<file path="src/rtl/distance_text_pkg.sv">
// Shared types and constants for the distance overlay text controller:
// FSM state encoding, ASCII codes, screen layout and the static text template.
package distance_text_pkg;

    typedef enum logic [2:0] {
        ST_INIT,
        ST_IDLE,
        ST_CONVERT,
        ST_WAIT_VB,
        ST_WRITE
    } state_t;

    localparam logic [6:0] SPACE = 7'h20;
    localparam logic [6:0] DASH  = 7'h2D;
    localparam logic [6:0] ZERO  = 7'h30;

    localparam int unsigned DIG_COL = 6;
    localparam int unsigned ROW_CUR = 0;
    localparam int unsigned ROW_MAX = 1;

    // Power-up text for a 16-column by 4-row buffer addressed {row[1:0], col[3:0]}:
    // row 0 "DIST:    0 cm   ", row 1 "MAX:     0 cm   ", rows 2-3 blank.
    function automatic logic [6:0] template_char(input logic [5:0] addr);
        logic [1:0] row;
        logic [3:0] col;
        logic       cur;
        logic [6:0] c;
        row = addr[5:4];
        col = addr[3:0];
        cur = (row == 2'(ROW_CUR));
        c   = SPACE;
        if (cur || row == 2'(ROW_MAX)) begin
            case (col)
                4'd0:              c = cur ? 7'h44 : 7'h4D;  // D / M
                4'd1:              c = cur ? 7'h49 : 7'h41;  // I / A
                4'd2:              c = cur ? 7'h53 : 7'h58;  // S / X
                4'd3:              c = cur ? 7'h54 : 7'h3A;  // T / :
                4'd4:              c = cur ? 7'h3A : SPACE;  // : / space
                4'(DIG_COL + 3):   c = ZERO;                 // units digit
                4'd11:             c = 7'h63;                // c
                4'd12:             c = 7'h6D;                // m
                default:           c = SPACE;
            endcase
        end
        return c;
    endfunction

endpackage

</file>
<file path="src/rtl/distance_text_ctrl_if.sv">
// Bus bundle between the distance source / overlay drawer and the text controller.
//   dist_in/dist_valid/dist_ready : sample handshake
//   clr_max                       : clear stored maximum (pulse)
//   vblnk_in                      : vertical blank from timing chain
//   char_xy/char_code             : character buffer read port (1-cycle latency)
//   busy                          : controller not idle
interface distance_text_ctrl_if #(
    parameter int unsigned DIST_W = 12
);
    logic [DIST_W-1:0] dist_in;
    logic              dist_valid;
    logic              dist_ready;
    logic              clr_max;
    logic              vblnk_in;
    logic [6:0]        char_xy;
    logic [6:0]        char_code;
    logic              busy;

    modport master (
        output dist_in, dist_valid, clr_max, vblnk_in, char_xy,
        input  dist_ready, char_code, busy
    );

    modport slave (
        input  dist_in, dist_valid, clr_max, vblnk_in, char_xy,
        output dist_ready, char_code, busy
    );
endinterface

</file>
<file path="src/rtl/bin2bcd_seq.sv">
// Sequential double-dabble binary to BCD converter.
//   start : load bin (first shift is folded into the load), conversion takes DIST_W cycles
//   bcd   : NDIG packed BCD digits, valid while done is high and held afterwards
//   done  : one-cycle pulse when bcd holds the result
module bin2bcd_seq #(
    parameter int unsigned DIST_W = 12,
    parameter int unsigned NDIG   = 4
) (
    input  logic                pclk,
    input  logic                rst,
    input  logic                start,
    input  logic [DIST_W-1:0]   bin,
    output logic [NDIG*4-1:0]   bcd,
    output logic                done
);
    localparam int unsigned BCD_W = NDIG * 4;
    localparam int unsigned CNT_W = $clog2(DIST_W);

    logic [DIST_W-1:0]       sr;
    logic [CNT_W-1:0]        cnt;
    logic [BCD_W-1:0]        adj_c;
    logic [BCD_W+DIST_W-1:0] sh_c;

    function automatic logic [BCD_W-1:0] add3(input logic [BCD_W-1:0] v);
        logic [BCD_W-1:0] r;
        r = v;
        for (int i = 0; i < NDIG; i++) begin
            if (r[i*4 +: 4] >= 4'd5) r[i*4 +: 4] = r[i*4 +: 4] + 4'd3;
        end
        return r;
    endfunction

    // One dabble step: adjust digits >= 5, then shift the whole {bcd, sr} left.
    always_comb begin
        adj_c = add3(bcd);
        sh_c  = {adj_c, sr} << 1;
    end

    always_ff @(posedge pclk) begin
        if (rst) begin
            sr   <= '0;
            bcd  <= '0;
            cnt  <= '0;
            done <= 1'b0;
        end else if (start) begin
            // bcd is zero on load, so the first shift needs no adjust
            bcd  <= BCD_W'(bin[DIST_W-1]);
            sr   <= {bin[DIST_W-2:0], 1'b0};
            cnt  <= CNT_W'(DIST_W - 1);
            done <= 1'b0;
        end else if (cnt != '0) begin
            bcd  <= sh_c[BCD_W+DIST_W-1:DIST_W];
            sr   <= sh_c[DIST_W-1:0];
            cnt  <= cnt - CNT_W'(1);
            done <= (cnt == CNT_W'(1));
        end else begin
            done <= 1'b0;
        end
    end

endmodule

</file>
<file path="src/rtl/distance_text_ctrl.sv">
// Distance overlay text controller. Accepts distance samples, converts the
// current sample and the running maximum to BCD, and rewrites the digit cells
// of a 64x7 character buffer only after a vblank rising edge.
//   pclk, rst : pixel clock, synchronous active-high reset
//   bus       : sample handshake, clr_max, vblnk_in, buffer read port, busy
module distance_text_ctrl #(
    parameter int unsigned DIST_W   = 12,
    parameter int unsigned MAX_DIST = 400,
    parameter int unsigned NDIG     = 4
) (
    input  logic                 pclk,
    input  logic                 rst,
    distance_text_ctrl_if.slave  bus
);
    import distance_text_pkg::*;

    localparam int unsigned BCD_W = NDIG * 4;
    localparam int unsigned WR_N  = 2 * NDIG;
    localparam int unsigned WR_W  = $clog2(WR_N);
    localparam int unsigned SEL_W = $clog2(NDIG);
    localparam logic [DIST_W-1:0] MAX_D = DIST_W'(MAX_DIST);

    typedef logic [NDIG-1:0][6:0] txt_t;

    state_t             state;
    logic [5:0]         init_cnt;
    logic [WR_W-1:0]    wr_idx;
    logic               conv_phase;
    logic [DIST_W-1:0]  cur_q;
    logic [DIST_W-1:0]  max_q;
    logic               clr_pend;
    logic               vb_q;
    txt_t               cur_txt;
    txt_t               max_txt;

    logic               handshake_c;
    logic [DIST_W-1:0]  base_c;
    logic [DIST_W-1:0]  max_next_c;
    logic               conv_start_c;
    logic [DIST_W-1:0]  conv_bin_c;
    logic [BCD_W-1:0]   conv_bcd;
    logic               conv_done;

    logic               we_c;
    logic [5:0]         waddr_c;
    logic [6:0]         wdata_c;
    logic [SEL_W-1:0]   sel_c;
    logic [6:0]         mem [64];

    // Column i holds the digit of weight 10^(NDIG-1-i); leading zeros blank, units always shown.
    function automatic txt_t fmt_digits(input logic [BCD_W-1:0] bcd);
        txt_t       t;
        logic       lead;
        logic [3:0] d;
        lead = 1'b1;
        for (int i = 0; i < NDIG; i++) begin
            d = bcd[(NDIG-1-i)*4 +: 4];
            if (lead && d == 4'd0 && i != int'(NDIG) - 1) begin
                t[i] = SPACE;
            end else begin
                lead = 1'b0;
                t[i] = ZERO + 7'(d);
            end
        end
        return t;
    endfunction

    // Handshake and max update; clr (direct or pending) applies before the compare.
    always_comb begin
        handshake_c  = (state == ST_IDLE) && bus.dist_ready && bus.dist_valid;
        base_c       = (bus.clr_max || clr_pend) ? '0 : max_q;
        max_next_c   = (bus.dist_in <= MAX_D && bus.dist_in > base_c) ? bus.dist_in : base_c;
        conv_start_c = handshake_c || (state == ST_CONVERT && !conv_phase && conv_done);
        conv_bin_c   = handshake_c ? bus.dist_in : max_q;
    end

    bin2bcd_seq #(
        .DIST_W (DIST_W),
        .NDIG   (NDIG)
    ) u_bcd (
        .pclk   (pclk),
        .rst    (rst),
        .start  (conv_start_c),
        .bin    (conv_bin_c),
        .bcd    (conv_bcd),
        .done   (conv_done)
    );

    // Controller FSM with registered dist_ready / busy.
    always_ff @(posedge pclk) begin
        if (rst) begin
            state          <= ST_INIT;
            init_cnt       <= '0;
            wr_idx         <= '0;
            conv_phase     <= 1'b0;
            cur_q          <= '0;
            max_q          <= '0;
            clr_pend       <= 1'b0;
            vb_q           <= 1'b0;
            cur_txt        <= {NDIG{SPACE}};
            max_txt        <= {NDIG{SPACE}};
            bus.dist_ready <= 1'b0;
            bus.busy       <= 1'b1;
        end else begin
            vb_q <= bus.vblnk_in;
            if (handshake_c)      clr_pend <= 1'b0;
            else if (bus.clr_max) clr_pend <= 1'b1;

            case (state)
                ST_INIT: begin
                    init_cnt <= init_cnt + 6'd1;
                    if (init_cnt == 6'd63) begin
                        state    <= ST_IDLE;
                        bus.busy <= 1'b0;
                    end
                end
                ST_IDLE: begin
                    // ready rises one cycle after entering IDLE
                    if (!bus.dist_ready) begin
                        bus.dist_ready <= 1'b1;
                    end else if (bus.dist_valid) begin
                        state          <= ST_CONVERT;
                        bus.dist_ready <= 1'b0;
                        bus.busy       <= 1'b1;
                        conv_phase     <= 1'b0;
                        cur_q          <= bus.dist_in;
                        max_q          <= max_next_c;
                    end
                end
                ST_CONVERT: begin
                    if (conv_done) begin
                        if (!conv_phase) begin
                            conv_phase <= 1'b1;
                            cur_txt    <= (cur_q > MAX_D) ? txt_t'({NDIG{DASH}}) : fmt_digits(conv_bcd);
                        end else begin
                            max_txt <= fmt_digits(conv_bcd);
                            state   <= ST_WAIT_VB;
                        end
                    end
                end
                ST_WAIT_VB: begin
                    if (bus.vblnk_in && !vb_q) begin
                        state  <= ST_WRITE;
                        wr_idx <= '0;
                    end
                end
                ST_WRITE: begin
                    wr_idx <= wr_idx + WR_W'(1);
                    if (wr_idx == WR_W'(WR_N - 1)) begin
                        state    <= ST_IDLE;
                        bus.busy <= 1'b0;
                    end
                end
                default: state <= ST_INIT;
            endcase
        end
    end

    // Buffer write port: template during INIT, digit cells during WRITE.
    always_comb begin
        we_c    = 1'b0;
        waddr_c = '0;
        wdata_c = SPACE;
        sel_c   = '0;
        if (state == ST_INIT) begin
            we_c    = 1'b1;
            waddr_c = init_cnt;
            wdata_c = template_char(init_cnt);
        end else if (state == ST_WRITE) begin
            we_c = 1'b1;
            if (wr_idx < WR_W'(NDIG)) begin
                sel_c   = SEL_W'(wr_idx);
                waddr_c = {2'(ROW_CUR), 4'(DIG_COL) + 4'(sel_c)};
                wdata_c = cur_txt[sel_c];
            end else begin
                sel_c   = SEL_W'(wr_idx - WR_W'(NDIG));
                waddr_c = {2'(ROW_MAX), 4'(DIG_COL) + 4'(sel_c)};
                wdata_c = max_txt[sel_c];
            end
        end
    end

    always_ff @(posedge pclk) begin
        if (we_c) mem[waddr_c] <= wdata_c;
    end

    // Synchronous read; same-cycle write to the same cell returns old data.
    always_ff @(posedge pclk) begin
        if (rst)                bus.char_code <= SPACE;
        else if (bus.char_xy[6]) bus.char_code <= SPACE;
        else                    bus.char_code <= mem[bus.char_xy[5:0]];
    end

endmodule

</file>
<file path="src/flat_wrapper.sv">
// flat-port wrapper written by rule: the top's interface ports become plain ports
module distance_text_ctrl_flat import distance_text_pkg::*;
#(
    parameter int unsigned DIST_W   = 12,
    parameter int unsigned MAX_DIST = 400,
    parameter int unsigned NDIG     = 4
)
  (pclk, rst, bus_dist_in, bus_dist_valid, bus_clr_max, bus_vblnk_in, bus_char_xy, bus_dist_ready, bus_char_code, bus_busy);
  distance_text_ctrl_if #(.DIST_W(DIST_W)) bus_i ();
  input  logic pclk;
  input  logic rst;
  input wire logic [$bits(bus_i.dist_in)-1:0] bus_dist_in;
  input wire logic [$bits(bus_i.dist_valid)-1:0] bus_dist_valid;
  input wire logic [$bits(bus_i.clr_max)-1:0] bus_clr_max;
  input wire logic [$bits(bus_i.vblnk_in)-1:0] bus_vblnk_in;
  input wire logic [$bits(bus_i.char_xy)-1:0] bus_char_xy;
  output wire logic [$bits(bus_i.dist_ready)-1:0] bus_dist_ready;
  output wire logic [$bits(bus_i.char_code)-1:0] bus_char_code;
  output wire logic [$bits(bus_i.busy)-1:0] bus_busy;
  assign bus_i.dist_in = bus_dist_in;
  assign bus_i.dist_valid = bus_dist_valid;
  assign bus_i.clr_max = bus_clr_max;
  assign bus_i.vblnk_in = bus_vblnk_in;
  assign bus_i.char_xy = bus_char_xy;
  assign bus_dist_ready = bus_i.dist_ready;
  assign bus_char_code = bus_i.char_code;
  assign bus_busy = bus_i.busy;
  distance_text_ctrl #(.DIST_W(DIST_W), .MAX_DIST(MAX_DIST), .NDIG(NDIG)) u_core (.pclk(pclk), .rst(rst), .bus(bus_i));
endmodule
</file>
<file path="config.mk">
export PLATFORM = sky130hd
export DESIGN_NAME = distance_text_ctrl_flat
export DESIGN_NICKNAME = d
export VERILOG_FILES = /design/src/rtl/distance_text_pkg.sv /design/src/rtl/distance_text_ctrl_if.sv /design/src/rtl/bin2bcd_seq.sv /design/src/rtl/distance_text_ctrl.sv /design/src/flat_wrapper.sv
export SDC_FILE = /design/constraint.sdc
export NUM_CORES = 1
export LEC_CHECK = 0
export CELL_PAD_IN_SITES_DETAIL_PLACEMENT = 0
export CELL_PAD_IN_SITES_GLOBAL_PLACEMENT = 1
export CORE_MARGIN = 1
export CORE_UTILIZATION = 35
export DETAILED_ROUTE_END_ITERATION = 8
export PLACE_DENSITY_LB_ADDON = 0.1
export SETUP_SLACK_MARGIN = 0.1
export SLEW_MARGIN = 25
export SYNTH_ARGS = -nofsm -noshare
export SYNTH_HDL_FRONTEND = slang
export SYNTH_SLANG_ARGS = --single-unit
export TNS_END_PERCENT = 5
</file>
<file path="constraint.sdc">
create_clock -name pclk -period 4.7 [get_ports pclk]
set_input_delay 1.41 -clock pclk [delete_from_list [all_inputs] [get_ports pclk]]
set_output_delay 1.41 -clock pclk [all_outputs]
set_load 0.03 [all_outputs]
</file>
### Word level (Yosys, flattened, before mapping)

Memories as Yosys holds them, arrays and structs flattened. A register that Yosys moved wholly into a read port is not among the register bits.
Cells that the tools add are included.

* add/sub/neg operators: 14
* $lt $le $gt $ge: 10
* equal/unequal tests: 22
* multiplexer cells: 80
* bitwise operators: 2
* reduce and logical (&&, ||, !) cells: 37

Operators with widths (count)
* $mux 7: 12
* $mux 12: 5
* $pmux 7 s8: 1
* $mux 1: 34
* $mux 4: 8
* $add 6x4->7 const A: 4
* $bmux 7 s2: 2
* $mux 28: 1
* $mux 3: 9
* $ge 4x3->1 const B: 4
* $logic_not 4->1: 4
* $pmux 3 s5: 1
* $add 4x2->4 const B: 3
* $eq 4x4->1 const B: 3
* $gt 12x12->1: 1
* $gt 12x9->1 const B: 1
* $le 12x9->1 const B: 1
* $mux 6: 2
* $logic_and 1x1->1: 10
* $mux 5: 2
* $ne 2x1->1 const B: 5
* $reduce_and 3->1: 3
* $add 3x2->4 const A: 2
* $eq 4x1->1 const B: 2
* 32 further kinds: 45

* flip-flop bits (word level): 129
* memory bits (writable): 448
* input port bits: 24
* output and inout port bits: 9
* logic and storage cells: 190
* memories: 1

Memory list
* u_core.mem: words 64, width 7, rd ports 1, clocked after memory_dff 1, write ports 1, RTL line distance_text_ctrl.sv:48 `logic [6:0] mem [64];`

### Longest topological paths before layout

Gate-level depths: netlist of the first run.

* depth after elaboration: 15
* depth in mapped cells: 10
* depth with buffers taken out: 8

### By module

From an unflattened synthesis of the first run, not the netlist that was laid out.

* cells, all modules: 1518
* area total of the unflattened synthesis: 23308.6 um2

By module, submodules not included
* distance_text_ctrl: instances 1, cells each 1311, area each 21652.0 um2, seq. area each 15214.6 um2
* bin2bcd_seq: instances 1, cells each 207, area each 1656.6 um2, seq. area each 640.6 um2

### Worst setup path after synthesis of the first run

No wires, ideal clock.

* path type: register to register
* from: register u_core.init_cnt[1]
* to: memory u_core.mem[0][3] (data pin)
* library setup time: 729 ps
* arrival time: 4065 ps
* data required time: 3971 ps
* setup slack: -94 ps
* cell stages (with the launch flop): 8
* buffers on the path: 1
* clock period less this slack: 4794 ps
* path through: dfxtp_1 > inv_1 > ha_1 > clkbuf_1 > inv_1 > a21oi_1 > nand3_1 > o32ai_1

* word-level cells in the longest chain between the ends: 4
* elaborated cells on any way between the ends: 11
* classes of those cells: 7 x eq/ne; 3 x mux; 1 x reduce/logical

RTL lines
* start, declared: RTL line distance_text_ctrl.sv:26 `logic [5:0] init_cnt;`
* start signal, assigned: RTL line distance_text_ctrl.sv:111 `init_cnt <= init_cnt + 6'd1;`
* $eq 4x4->1 (tied with other cells): RTL line distance_text_pkg.sv:33 `case (col)`
* $pmux 7 s8 (*): RTL line distance_text_pkg.sv:33
* $mux 7 (*): RTL line distance_text_pkg.sv:32 `if (cur || row == 2'(ROW_MAX)) begin`
* $mux 7 (*): RTL line distance_text_ctrl.sv:165 `if (state == ST_INIT) begin`
* via u_core.wdata_c[3]: RTL line distance_text_ctrl.sv:46 `logic [6:0] wdata_c;`
* end, declared: RTL line distance_text_ctrl.sv:48

Mark *: on every way through the listed nets, which the timed path passes. The rest lies on a longest branch.

### Worst setup path in the final report of the first run

* from: input port bus_clr_max
* to: register u_core.max_q[8]

* word-level cells in the longest chain between the ends: 5

RTL lines
* start, declared: RTL line flat_wrapper.sv:14 `input wire logic [$bits(bus_i.clr_max)-1:0] bus_clr_max;`
* $logic_or 1x1->1 (*): RTL line distance_text_ctrl.sv:71 `base_c = (bus.clr_max || clr_pend) ? '0 : max_q;`
* $mux 12 (*): RTL line distance_text_ctrl.sv:71
* $gt 12x12->1: RTL line distance_text_ctrl.sv:72 `max_next_c = (bus.dist_in <= MAX_D && bus.dist_in > base_c) ? bus.dist_in : base_c;`
* $logic_and 1x1->1: RTL line distance_text_ctrl.sv:72
* $mux 12 (*): RTL line distance_text_ctrl.sv:72
* end signal, assigned: RTL line distance_text_ctrl.sv:127 `max_q <= max_next_c;`
* end, declared: RTL line distance_text_ctrl.sv:30 `logic [DIST_W-1:0] max_q;`

Every way passes the cells marked *; elsewhere a longest branch is shown, timed or not.
A chain may end at the register's enable or synchronous reset.

==> results.sh, run 1 <==
export IMPL_outcome="finished clean"
export IMPL_synth_compound_area_share_pct=5.401
export IMPL_wl_mm=59.41
export IMPL_drive_gt1_share_pct=18.62
export IMPL_clock_path_buffers=3
export IMPL_final_cell_mix="edfxtp_1, mux4_2, nand2_1"
export IMPL_holdCritStartpoint="u_core.u_bcd.sr[3]"
export IMPL_reg2reg_from="u_core.state[2]"
export IMPL_antenna_cells=0
export IMPL_ctsHoldBuffers=0
export IMPL_ant_nets=0
export IMPL_regArea_um2=15860
export IMPL_num_vias=12820
export IMPL_synth_xor_area_share_pct=0.3015
export IMPL_synth_top_family_by_area="multiplexers"
export IMPL_final_common_cell="edfxtp_1"
export IMPL_r2r_slack_ps=1510
export IMPL_place_congestion=0.7451
export IMPL_cts_buffers=60
export IMPL_power_density_nw_per_um2=421.0
export IMPL_synth_main_ff_cell="edfxtp_1"
export IMPL_rsz0062_at_grt="no"
export IMPL_cp_data_arrival_time_ps=4150
export IMPL_yosysSeqAreaShare_pct=68.24
export IMPL_min_period_over_period_pct=78.37
export IMPL_critPathMaxFanout=9
export IMPL_synthMuxAreaShare_pct=15.22
export IMPL_ys_warn_count=0
export IMPL_synth_edf_count=448
export IMPL_grt_usage_pct=17.91
export IMPL_power_mw=11.28
export IMPL_multi_input_area_um2=7030
export IMPL_core_um2=65750
export IMPL_finalHoldViolCount=0
export IMPL_worstPathCellList="clkdlybuf4s50_1 -> nor2_1 -> nand2_1 -> ha_1 -> and4b_1 -> a211oi_1 -> o32ai_1 -> o211ai_1 -> o22ai_1"
export IMPL_fin_cells=2448
export IMPL_worstRegToRegCells=4
export IMPL_fin_worst_skew_ps=19.79
export IMPL_synth_area_um2=23240
export IMPL_wire_per_inst_um=24.27
export IMPL_clkTransAtPathRegs_ps=60
export IMPL_syn_inst=1477
export IMPL_fin_nets=1585
export IMPL_slew_headroom_pct=31.56
export IMPL_std_cell_rows=94
export IMPL_crit_type="input port to flip-flop"
export IMPL_maxCapViolations=0
export IMPL_clk_latency_ps=610
export IMPL_finalSetupViolations=0
export IMPL_yosys_area_share_simple_pct=7.339
export IMPL_cp_depth=9
export IMPL_final_util_pct=40.75
export IMPL_die_x_um=259.7
export IMPL_ctsHtreeMaxLevel=2
export IMPL_irDropWorstVdd_uv=275.2
export IMPL_place_hpwl_mm=39.13
export IMPL_cp_slowest_stage_delay_ps=610
export IMPL_finalHoldWorstSlack_ps=451.4
export IMPL_post_cts_buffers=0
export IMPL_grt_ovfl_total=0
export IMPL_cts_sinks=568
export IMPL_whs_path_depth=2
export IMPL_crit_buf_inv=1
export IMPL_route_detailed_drc=0
export IMPL_crit_required_ps=5160
export IMPL_layout_setup_ws_ps=1017
export IMPL_cp_start_kind="input port"
export IMPL_crit_path_end_kind="flip-flop"
export IMPL_cp_top_family="compound AO/OA/AOI/OAI gates"
export IMPL_place_inst=2335
export IMPL_grt_pass1_vias=13210
export IMPL_grt_pass1_wl_mm=89.13
export IMPL_hold_path_endpoint="u_core.u_bcd.sr[3]"
export IMPL_tightestPinTransition_ps=1024
export IMPL_firstDrtPassIters=7
export IMPL_synth_async_reset_ratio_pct=0
export IMPL_post_route_min_period_ps=3683
export IMPL_crit_start="bus_clr_max"
export IMPL_synth_area_per_cell_um2=15.73
export IMPL_drt_iter0_markers=847
export IMPL_synthAdderAreaFrac_pct=1.508
export IMPL_cts_root_buf="clkbuf_16"
export IMPL_area_delta_synth_final_pct=15.31
export IMPL_grt_max_degree=65
export IMPL_io_pins=33
export IMPL_die_y_um=259.7
export IMPL_post_dp_cell_area_um2=24760
export IMPL_port_buffers=32
export IMPL_n_fill_cell=6013
export IMPL_rr_endpoint="u_core.mem[44][2]"
export IMPL_leakage_nw=8.575
export IMPL_dieArea_um2=67420
export IMPL_syn_num_nets=1529
export IMPL_hold_class="flip-flop to flip-flop"
export IMPL_start_util_pct=35.34
export IMPL_viasPerCell=5.237
export IMPL_cpMaxStageDelayCell="o211ai_1"
export IMPL_post_cts_resized=0
export IMPL_slew_viol_final=0
export IMPL_stdcell_area_um2=26790
export IMPL_dp_slack_ps=362.8
export IMPL_cts_tree="built"
export IMPL_fin_setup_tns_ps=0
export IMPL_fmax_mhz=271.5
export IMPL_ys_seq_elements=568
export IMPL_antenna_found_initial=0
export IMPL_yosysUniqueCellTypes=59
## routing by layer
layer	track usage (%)	wire length [um]	up-vias
met3	2.641	2131	76
met5	0	0	-
li1	-	-	5894
met4	4.575	1349	0
met2	30.47	29680	239
met1	23.96	26250	6612
## Yosys cell counts, types with 3 or more instances
cell type  count  area (um^2)
a211o_1        9        78.83
a211oi_1       9        67.56
a21oi_1       80        400.4
a221oi_1       5        43.79
a22oi_1        8        60.06
a311oi_1       3        26.28
a32oi_1        5        43.79
and2_1         5        31.28
buf_1         10        37.54
buf_2         14        70.07
clkbuf_1      56        210.2
dfxtp_1      120         2402
edfxtp_1     448        13450
ha_1          28        350.3
inv_1         32        120.1
mux2i_1       27        270.3
mux4_2       144         3243
nand2_1      143        536.8
nand2b_1       6        37.54
nand3_1       24        120.1
nand3b_1       3        22.52
nand4_1       12        75.07
nor2_1       140        525.5
nor2b_1        5        31.28
nor3_1        24        120.1
nor3b_1        5        37.54
nor4_1         4        25.02
o211ai_1      10        75.07
o21a_1         6        45.04
o21ai_0       21        105.1
o221ai_1       3        26.28
o22ai_1       14        87.58
o31a_1         3        26.28
o32ai_1        3        26.28
or3_1          8        50.05
xnor2_1        6        52.55
## worst max-delay path by stage
stage                              end  slack (ps)
5_1_grt                u_core.max_q[8]         730
3_3_place_gp           u_core.max_q[8]         470
3_5_place_dp           u_core.max_q[8]         360
2_1_floorplan  u_core.bus.char_code[3]         940
6_report               u_core.max_q[8]        1020
4_1_cts                u_core.max_q[8]        1020
## flip-flops by register name, summed over array words and instances, names as in the netlist, 3 cells and up
name	flops
u_core.u_bcd.cnt	4
u_core.cur_q	12
u_core.u_bcd.sr	11
u_core.max_txt	20
u_core.bus.char_code	7
u_core.init_cnt	6
u_core.cur_txt	20
u_core.u_bcd.bcd	16
u_core.max_q	12
u_core.mem	448
u_core.state	3
u_core.wr_idx	3
## cell families (layout without fill, tap and decap cells)
family,count (synthesis),after routing
flops,568,568
simple gates,389,389
compound gates,196,196
mux,173,173
buf+inv,115,222
fa+ha+maj,28,28
xor+xnor,8,8
## report_power, final
part	leakage, nW	switching (mW)	internal, mW
clock	0.989	1.95	2.91
combinational	2.52	0.524	0.242
sequential	5.07	0.0174	5.64
total	8.58	2.49	8.79
## tightest hold or removal path: stages, from the launching register on
cell and delay [ps]:
dfxtp_1 310, nand2_1 50, a21oi_1 50
## cell type report
type	instances	area share (%)
tap	864	4.035
multi-input combinational	794	26.24
clock inverter	17	0.9153
inverter	33	0.4623
clock buffer	96	6.636
timing repair buffer	76	2.536
sequential	568	59.18
No activity file was read; power rests on OpenSTA's default activity.
==> run 2: changes to the inputs <==
==> constraint.sdc (replaced) <==
create_clock -name pclk -period 3.1 [get_ports pclk]
set_input_delay 0.93 -clock pclk [delete_from_list [all_inputs] [get_ports pclk]]
set_output_delay 0.93 -clock pclk [all_outputs]
set_load 0.03 [all_outputs]
==> results.sh, run 2 (synthesized netlist as in run 1, its figures left out) <==
export IMPL_cts_buffers=61
export IMPL_clk_latency_ps=640
export IMPL_crit_path_end_kind="flip-flop"
export IMPL_die_x_um=259.7
export IMPL_std_cell_rows=94
export IMPL_start_util_pct=35.34
export IMPL_grt_ovfl_total=0
export IMPL_cp_start_kind="input port"
export IMPL_grt_pass1_vias=13930
export IMPL_cts_tree="built"
export IMPL_num_vias=13320
export IMPL_top_regs="u_core.mem x448, u_core.cur_txt x20, u_core.max_txt x20"
export IMPL_regMostFlops="u_core.mem"
export IMPL_dieArea_um2=67420
export IMPL_rsz0062_at_grt="no"
export IMPL_area_delta_synth_final_pct=19.01
export IMPL_cp_depth=10
export IMPL_cts_sinks=568
export IMPL_post_cts_resized=0
export IMPL_place_hpwl_mm=39.59
export IMPL_core_um2=65750
export IMPL_route_detailed_drc=0
export IMPL_cp_slowest_stage_delay_ps=450
export IMPL_leakage_nw=9.134
export IMPL_seq_power_share_pct=51.3
export IMPL_viasPerCell=5.199
export IMPL_wire_per_inst_um=23.49
export IMPL_fin_worst_skew_ps=15.05
export IMPL_crit_type="input port to flip-flop"
export IMPL_final_common_cell="edfxtp_1"
export IMPL_clkTransAtPathRegs_ps=60
export IMPL_cp_data_arrival_time_ps=3270
export IMPL_critPathMaxFanout=13
export IMPL_ant_nets=0
export IMPL_crit_buf_inv=2
export IMPL_p_int_mw=12.89
export IMPL_fmax_mhz=361.8
export IMPL_ctsHoldBuffers=0
export IMPL_die_y_um=259.7
export IMPL_tightestPinTransition_ps=828.1
export IMPL_cp_top_family="compound AO/OA/AOI/OAI gates"
export IMPL_switching_share_pct=22.91
export IMPL_cts_root_buf="clkbuf_16"
export IMPL_power_density_nw_per_um2=604.4
export IMPL_worstRegToRegCells=7
export IMPL_hold_class="flip-flop to flip-flop"
export IMPL_place_congestion=0.7862
export IMPL_antenna_found_initial=0
export IMPL_post_route_min_period_ps=2764
export IMPL_final_cell_mix="edfxtp_1, buf_4, mux4_2"
export IMPL_worstPathCellList="clkdlybuf4s50_1 -> nor2_1 -> buf_4 -> nand2_1 -> ha_1 -> and4b_1 -> a211oi_1 -> o32ai_1 -> o221a_2 -> o22ai_1"
export IMPL_cpMaxStageDelayCell="clkdlybuf4s50_1"
export IMPL_grt_pass1_wl_mm=90.75
export IMPL_grt_max_degree=65
export IMPL_final_util_pct=42.06
export IMPL_largest_reg_flops=448
export IMPL_p_clk_share_pct=41.3
export IMPL_outcome="finished clean"
export IMPL_grt_usage_pct=18.25
export IMPL_n_fill_cell=5975
export IMPL_fin_nets=1701
export IMPL_ctsHtreeMaxLevel=2
export IMPL_firstDrtPassIters=5
export IMPL_drive_gt1_share_pct=23.79
export IMPL_power_mw=16.71
export IMPL_io_pins=33
export IMPL_antenna_cells=0
export IMPL_post_cts_buffers=0
export IMPL_slew_viol_final=0
export IMPL_finalSetupViolations=0
export IMPL_power_frac_comb_pct=7.4
export IMPL_irDropWorstVdd_uv=347.9
export IMPL_drt_iter0_markers=920
export IMPL_port_buffers=32
export IMPL_whs_path_depth=2
export IMPL_crit_required_ps=3600
export IMPL_clock_path_buffers=3
export IMPL_slew_headroom_pct=44.72
export IMPL_min_period_over_period_pct=89.17
export IMPL_maxCapViolations=0
export IMPL_wl_mm=60.17
export IMPL_p_sw_mw=3.829
export IMPL_finalHoldViolCount=0
-- run 2: path summary, 6_finish.rpt --
check / from / end / slack [ps]
worst min-delay path: u_core.max_txt[2] / u_core.max_txt[2] / 450
worst max register to register: u_core.u_bcd.bcd[12] / u_core.cur_txt[14] / 380
worst max-delay path: bus_clr_max / u_core.max_q[8] / 340
worst min register to register: u_core.max_txt[2] / u_core.max_txt[2] / 450
-- run 2: area by class of cell --
cell class              instances  area [um^2]  share of cell area, %
multi-input cells             794         7030                  25.42
inverters                      33        123.9                 0.4479
flip-flops and latches        568        15860                  57.33
clock buffers                  91         1710                  6.185
well taps                     864         1081                  3.909
repair buffers                191         1668                  6.031
clock inverters                21        185.2                 0.6696
-- run 2: power groups by stage --
stage | combinational [mW] | clock (mW) | sequential, mW
final | 1.24 | 6.90 | 8.57
after floorplan | 0.618 | 0 | 8.77
after CTS | 1.28 | 7.10 | 8.58
after detailed placement | 1.28 | 0 | 8.74
after global routing | 1.35 | 7.37 | 8.58
after global placement | 1.26 | 0 | 8.73
-- run 2: stage by stage --
step | TNS (ps) | std cells | hold WS, ps | area [um^2] | worst slack [ps]
3_5_place_dp | -2928 | 2450 | 444.7 | 25750 | -294.7
3_3_place_gp | -2201 | 2450 | 439.0 | 25740 | -236.6
4_1_cts | 0 | 2562 | 455.3 | 27650 | 292.7
5_1_grt | 0 | 2562 | 471.3 | 27650 | 167.5
6_report | 0 | 2562 | 451.9 | 27650 | 335.7
2_1_floorplan | -181130 | 1477 | 427.5 | 23240 | -521.0
-- run 2: metal layers --
layer | vias to the layer above | GRT usage (%) | share of wire, %
li1 | 6117 | - | -
met1 | 6843 | 24.53 | 44
met2 | 283 | 30.97 | 50
met3 | 78 | 2.446 | 3.8
met4 | 0 | 4.935 | 2.3
met5 | - | 0 | 0
-- run 2: worst reg2reg max path, cell delays in order (launching register included) --
cell and delay (ps):
dfxtp_1 380, inv_1 110, ha_1 210, or3b_1 400, or4b_4 610, or4b_4 610, a21oi_1 200, nor3_1 70
